[src/rtl/alu_share_arbiter_pkg.sv]
// Shared types and constants for the ALU sharing arbiter.
package alu_pkg;

  localparam int ALU_W = 32;

  // ALU operation encodings as seen on the sel lines (11 is also add).
  typedef enum logic [1:0] {
    ADD   = 2'b00,
    SUB   = 2'b01,
    PASSB = 2'b10
  } alu_op_t;

  // Arbiter sequencing states.
  typedef enum logic [1:0] {
    IDLE = 2'b00,
    EXEC = 2'b01,
    RESP = 2'b10
  } arb_state_t;

endpackage

[src/rtl/alu_share_arbiter_rr_arbiter2.sv]
// Two-input round-robin grant. Purely combinational; on a tie the
// requester that did not win last time is granted.
module rr_arbiter2 (
  input  logic [1:0] valid,
  input  logic       last_grant,
  output logic [1:0] grant
);

  // One-hot grant; tie broken away from last_grant.
  always_comb begin
    grant = 2'b00;
    if (valid == 2'b11) begin
      grant = last_grant ? 2'b01 : 2'b10;
    end else begin
      grant = valid;
    end
  end

endmodule

[src/rtl/alu_share_arbiter.sv]
// Shares one execute-stage ALU between the main execute path (r0) and
// the auxiliary compare unit (r1). Operands are registered toward the
// ALU, the result and flags are registered back and returned to the
// requester that owns the transaction.
//
// state | meaning
// IDLE  | waiting; req_ready offered to the round-robin winner
// EXEC  | ALU evaluates registered operands; result captured at edge
// RESP  | result held for the owner until its resp_ready
module alu_share_arbiter
  import alu_pkg::*;
#(
  parameter int WIDTH = ALU_W
) (
  input  logic             clk,
  input  logic             rst_n,

  input  logic             r0_req_valid,
  output logic             r0_req_ready,
  input  logic [WIDTH-1:0] r0_a,
  input  logic [WIDTH-1:0] r0_b,
  input  logic [1:0]       r0_sel,
  output logic             r0_resp_valid,
  input  logic             r0_resp_ready,

  input  logic             r1_req_valid,
  output logic             r1_req_ready,
  input  logic [WIDTH-1:0] r1_a,
  input  logic [WIDTH-1:0] r1_b,
  input  logic [1:0]       r1_sel,
  output logic             r1_resp_valid,
  input  logic             r1_resp_ready,

  output logic [WIDTH-1:0] resp_data,
  output logic             resp_zero,
  output logic             resp_neg,

  output logic [WIDTH-1:0] alu_a,
  output logic [WIDTH-1:0] alu_b,
  output logic [1:0]       alu_sel,
  input  logic [WIDTH-1:0] alu_out,
  input  logic             alu_zero
);

  arb_state_t       state;
  logic             last_grant;
  logic             owner;
  logic [1:0]       grant;
  logic             accept;
  logic             owner_taken;
  logic [WIDTH-1:0] win_a;
  logic [WIDTH-1:0] win_b;
  logic [1:0]       win_sel;

  rr_arbiter2 u_rr_arbiter2 (
    .valid      ({r1_req_valid, r0_req_valid}),
    .last_grant (last_grant),
    .grant      (grant)
  );

  // Ready is offered only in IDLE and never while reset is held, so a
  // requester cannot believe it was accepted on a reset cycle.
  assign r0_req_ready = rst_n && (state == IDLE) && grant[0];
  assign r1_req_ready = rst_n && (state == IDLE) && grant[1];
  assign accept       = r0_req_ready || r1_req_ready;

  // Operand mux for the winning requester.
  always_comb begin
    win_a   = r0_a;
    win_b   = r0_b;
    win_sel = r0_sel;
    if (grant[1]) begin
      win_a   = r1_a;
      win_b   = r1_b;
      win_sel = r1_sel;
    end
  end

  // Response handshake from whichever requester owns the result.
  assign owner_taken = owner ? r1_resp_ready : r0_resp_ready;

  // Sequencer: operand capture, result capture and response hold.
  always_ff @(posedge clk) begin
    if (!rst_n) begin
      state         <= IDLE;
      last_grant    <= 1'b1;
      owner         <= 1'b0;
      alu_a         <= '0;
      alu_b         <= '0;
      alu_sel       <= ADD;
      resp_data     <= '0;
      resp_zero     <= 1'b0;
      resp_neg      <= 1'b0;
      r0_resp_valid <= 1'b0;
      r1_resp_valid <= 1'b0;
    end else begin
      case (state)
        IDLE: begin
          if (accept) begin
            // sel is forwarded untouched; the ALU decides what 11 means.
            alu_a   <= win_a;
            alu_b   <= win_b;
            alu_sel <= win_sel;
            owner   <= grant[1];
            state   <= EXEC;
          end
        end
        EXEC: begin
          resp_data     <= alu_out;
          resp_zero     <= alu_zero;
          resp_neg      <= alu_out[WIDTH-1];
          r0_resp_valid <= !owner;
          r1_resp_valid <= owner;
          state         <= RESP;
        end
        RESP: begin
          if (owner_taken) begin
            last_grant    <= owner;
            r0_resp_valid <= 1'b0;
            r1_resp_valid <= 1'b0;
            state         <= IDLE;
          end
        end
        default: begin
          r0_resp_valid <= 1'b0;
          r1_resp_valid <= 1'b0;
          state         <= IDLE;
        end
      endcase
    end
  end

endmodule

[config.mk]
export PLATFORM = sky130hd
export DESIGN_NAME = alu_share_arbiter
export DESIGN_NICKNAME = d
export VERILOG_FILES = /design/src/rtl/alu_share_arbiter_pkg.sv /design/src/rtl/alu_share_arbiter_rr_arbiter2.sv /design/src/rtl/alu_share_arbiter.sv
export SDC_FILE = /design/constraint.sdc
export NUM_CORES = 1
export LEC_CHECK = 0
export ABC_AREA = 1
export CAP_MARGIN = 10
export CORE_UTILIZATION = 40
export CTS_BUF_LIST = sky130_fd_sc_hd__clkbuf_8 sky130_fd_sc_hd__clkbuf_16
export DETAILED_ROUTE_END_ITERATION = 8
export PLACE_DENSITY = 0.82
export RECOVER_POWER = 25
export SLEW_MARGIN = 10
export SYNTH_ARGS = -nofsm -noshare
export SYNTH_HDL_FRONTEND = slang
export SYNTH_SLANG_ARGS = --single-unit
[constraint.sdc]
create_clock -name clk -period 2.9 [get_ports clk]
set_input_delay 0.58 -clock clk [delete_from_list [all_inputs] [get_ports clk]]
set_output_delay 0.58 -clock clk [all_outputs]
set_load 0.01 [all_outputs]
==> results by group <==
Die
  • Core area: between 0.01 and 0.015 mm2
  • DIE WIDTH: 113.9 um
  • Io pins: between 200 and 300
  • Full die area: between 0.01 and 0.015 mm2
  • Cell row count: 40
  • Die height: 113.9 um
  • Initial Util: 41.34%

Logic synthesis
  • Synth warn: 0
  • Compound-cell area share of the yosys netlist: a little under 4%
  • Cell count after synthesis: between 800 and 900
  • Largest family of logic cells by synthesized area: simple AND/OR/NAND/NOR gates
  • Synthesis-stage register bit count: roughly 110
  • XOR/XNOR Fraction of Synth Area: 0%
  • Simple-Gate Fraction of Synth Area: around 43%
  • Seq/Total Area, Yosys: 41.98%
  • Yosys cell types: 17
  • Syn Nets: about 1000
  • Adder-cell share of the synthesized area: 0%
  • Avg Inst Size Synth: between 6 and 7 um2
  • Post-synth design cell area: approximately 0.0050 mm2
  • Mux cell area share after synthesis: 0%

Worst setup path
  • CP max stage delay: between 1 and 1.5 ns
  • Crit path max-delay family: buffers and inverters
  • Setup crit start kind: input pin
  • Cells along the critical path: clkbuf_1 > clkbuf_2 > o21ai_0 > nor2_1
  • Worst-path fanout max: just over 100
  • Worst Setup Path Type: input pin to flip-flop
  • WP data arrival: about 2.8 ns
  • Crit. End Element: flip-flop
  • Flop2flop setup slack: between 0.7 and 0.8 ns
  • Slowest-stage cell, CP: clkbuf_2
  • Bufs and invs on worst path: 2
  • Req. time, crit path: around 3.2 ns

Pwr
  • Leak pwr: 3.843 nW
  • Internal power: slightly below 3 mW
  • Logic pwr share: a little under a third
  • Sequential power share: 40.2%
  • Power Dens Cells: between 500 and 600 mW/mm2
  • Peak VDD IR: 0.3813 mV
  • Clk pwr share: slightly below 30%
  • Switching power: between 1 and 1.5 mW
  • Switching Share: slightly below 30%

STA
  • Min Tclk post-route: approximately 2.6 ns
  • Hold Vio Cnt, Final: 0
  • Final Max Tran Viols: 103
  • Period utilisation layout: between 80% and 90%
  • Slew @ Worst Pin: approximately 2.0 ns
  • Unrepaired setup endpoints after global routing: false
  • Worst Skew: slightly above 0.005 ns
  • Hold_ws: about 0.47 ns
  • Maximum clock rate: between 0.3 and 0.4 GHz
  • Slew HR: -30.85%
  • Setup TNS: 0 ns
  • Final setup fails: 0

Clock tree
  • Cts-stage hold buffer count: 0
  • Clock slew at reported path FFs: ~0.07 ns
  • Root Buffer: clkbuf_16
  • CTS max path bufs: 2
  • Post-CTS Setup Bufs: 0
  • H-tree levels: 3
  • Clock sink count: roughly 110
  • TritonCTS clock tree: done
  • Post-CTS resize count: 0
  • Later-pin clock latency in the skew report: approximately 0.35 ns
  • Num CTS Buffers: 9

Place
  • Hpwl dp: ~11000 um
  • Input/output buffers: around 270
  • Number of cells after detailed placement: between 1k and 1.5k
  • Final GP Congestion: 0.8087

Global route
  • GRT Overall Usage: between 20% and 30%
  • Number of global-route vias before repair: between 4k and 5k
  • Pin count of the biggest net entering global routing: around 100
  • Global route overflow: 0
  • Initial antenna violation count: 0
  • First-pass GRT wire length: 24030 um

Drt
  • DRC errors left: 0
  • Via Count: approximately 5.6k
  • 1st-iter DRT viols: around 320
  • DR pass1 iterations: 4
  • Vias/cell: 4.514
  • Antenna Violating Nets Remaining: 0
  • Detailed Route WL: about 15000 um
  • WL/cell: 12.35 um

Min path
  • HP Class: flip-flop to flip-flop

Layout
  • Layout cell share with drive strength beyond 1: under 10%
  • Fillers: 1107
  • Area Overhead vs Synth: 61.42%
  • Final Non-Filler Cells: ~1.2k
  • Ant. Diodes: 0
  • Final core occ: between 60% and 70%
  • Nets@finish: between 1k and 1.5k

Outcome
  • Outcome: finished with violations
  • Failing checks: max-capacitance violations, max-slew violations

Run
  • Max-Cap Viols: 1
-- logic make-up after synthesis --
logic type / count (synthesis)
AO/OA/AOI/OAI: 38
buffers and inverters: 128
flip-flops: 105
AND/OR/NAND/NOR: 553
-- power groups by stage --
stage / Combinational, mW / Sequential (mW) / Clock, mW
detailed placement: 1.29 / 1.73 / 0
global route: 1.42 / 1.71 / 1.34
CTS: 1.30 / 1.70 / 1.27
floorplan: 0.534 / 1.80 / 0
finish: 1.28 / 1.69 / 1.24
global placement: 1.28 / 1.72 / 0
-- path summary, 6_finish.rpt --
kind                         startpoint                          to  cells after the start
min          r0_resp_valid$_SDFFE_PN0P_  r0_resp_valid$_SDFFE_PN0P_                      2
min reg2reg  r0_resp_valid$_SDFFE_PN0P_  r0_resp_valid$_SDFFE_PN0P_                      2
max                               rst_n   resp_data[5]$_SDFFE_PN0N_                      4
max reg2reg       state[0]$_SDFFE_PN0P_      alu_a[15]$_SDFFE_PN0P_                      7
-- placed cells by master, fill, tap and decap left out --
cell,count
a21oi_1,2
buf_4,5
inv_6,2
clkinv_1,1
clkdlybuf4s50_1,259
clkbuf_1,3
nor2_1,200
bufinv_16,1
dlygate4sd3_1,14
clkinvlp_4,1
dfxtp_1,105
nand2_2,3
clkbuf_16,9
clkinv_4,2
clkbuf_2,2
nor2_2,2
o21ai_0,35
o211ai_1,1
clkinv_2,1
inv_1,71
nand2_1,278
nand3_1,69
inv_2,3
nor2_4,1
buf_12,1
-- cell usage after synthesis --
cell	count	area share [%]
a21oi_1	2	0.20
buf_1	4	0.30
buf_2	21	2.1
buf_4	3	0.45
buf_6	3	0.67
clkbuf_1	22	1.6
clkinv_1	1	0.075
dfxtp_1	105	42
inv_1	71	5.3
inv_2	3	0.22
nand2_1	280	21
nand2_2	1	0.13
nand3_1	69	6.9
nor2_1	200	15
nor2_2	3	0.37
o211ai_1	1	0.15
o21ai_0	35	3.5
-- stage by stage --
step	instance area, um2	power (mW)	worst slack (ns)
floorplan	5007	2.337	1.325
detailed placement	7806	3.018	0.3513
global placement	7806	3.000	0.3677
global route	8083	4.473	0.1387
CTS	8109	4.265	0.3386
finish	8083	4.214	0.3492
-- metal layers --
metal / vias up / GRT usage (%) / wire length (um)
met5: - / 0 / 0
met4: 0 / 11.77 / 495
met3: 38 / 6.589 / 1211
met2: 192 / 38.86 / 7034
met1: 2409 / 27.77 / 6555
li1: 2954 / - / -
-- worst reg2reg max path: cells and delay by family (launching register included) --
family,cells,cell delay [ns]
AND/OR/NAND/NOR,5,0.96
flip-flops,1,0.32
buffers and inverters,2,0.79
-- flip-flops by register name (all words and copies together) (netlist names) --
name	flops
alu_a	32
r1_resp_valid	1
r0_resp_valid	1
alu_b	32
state	2
resp_zero	1
resp_data	32
alu_sel	2
last_grant	1
owner	1
-- layout make-up --
class | instances | area, um2 | share of cell area, %
Multi-Input combinational cell | 591 | 2375 | 29.38
Tap cell | 168 | 210.2 | 2.601
Inverter | 75 | 281.5 | 3.483
Timing Repair Buffer | 284 | 2811 | 34.78
Clock inverter | 7 | 77.57 | 0.9598
Sequential cell | 105 | 2102 | 26.01
Clock buffer | 9 | 225.2 | 2.786
Note: power is estimated with default switching activity, not from simulation.
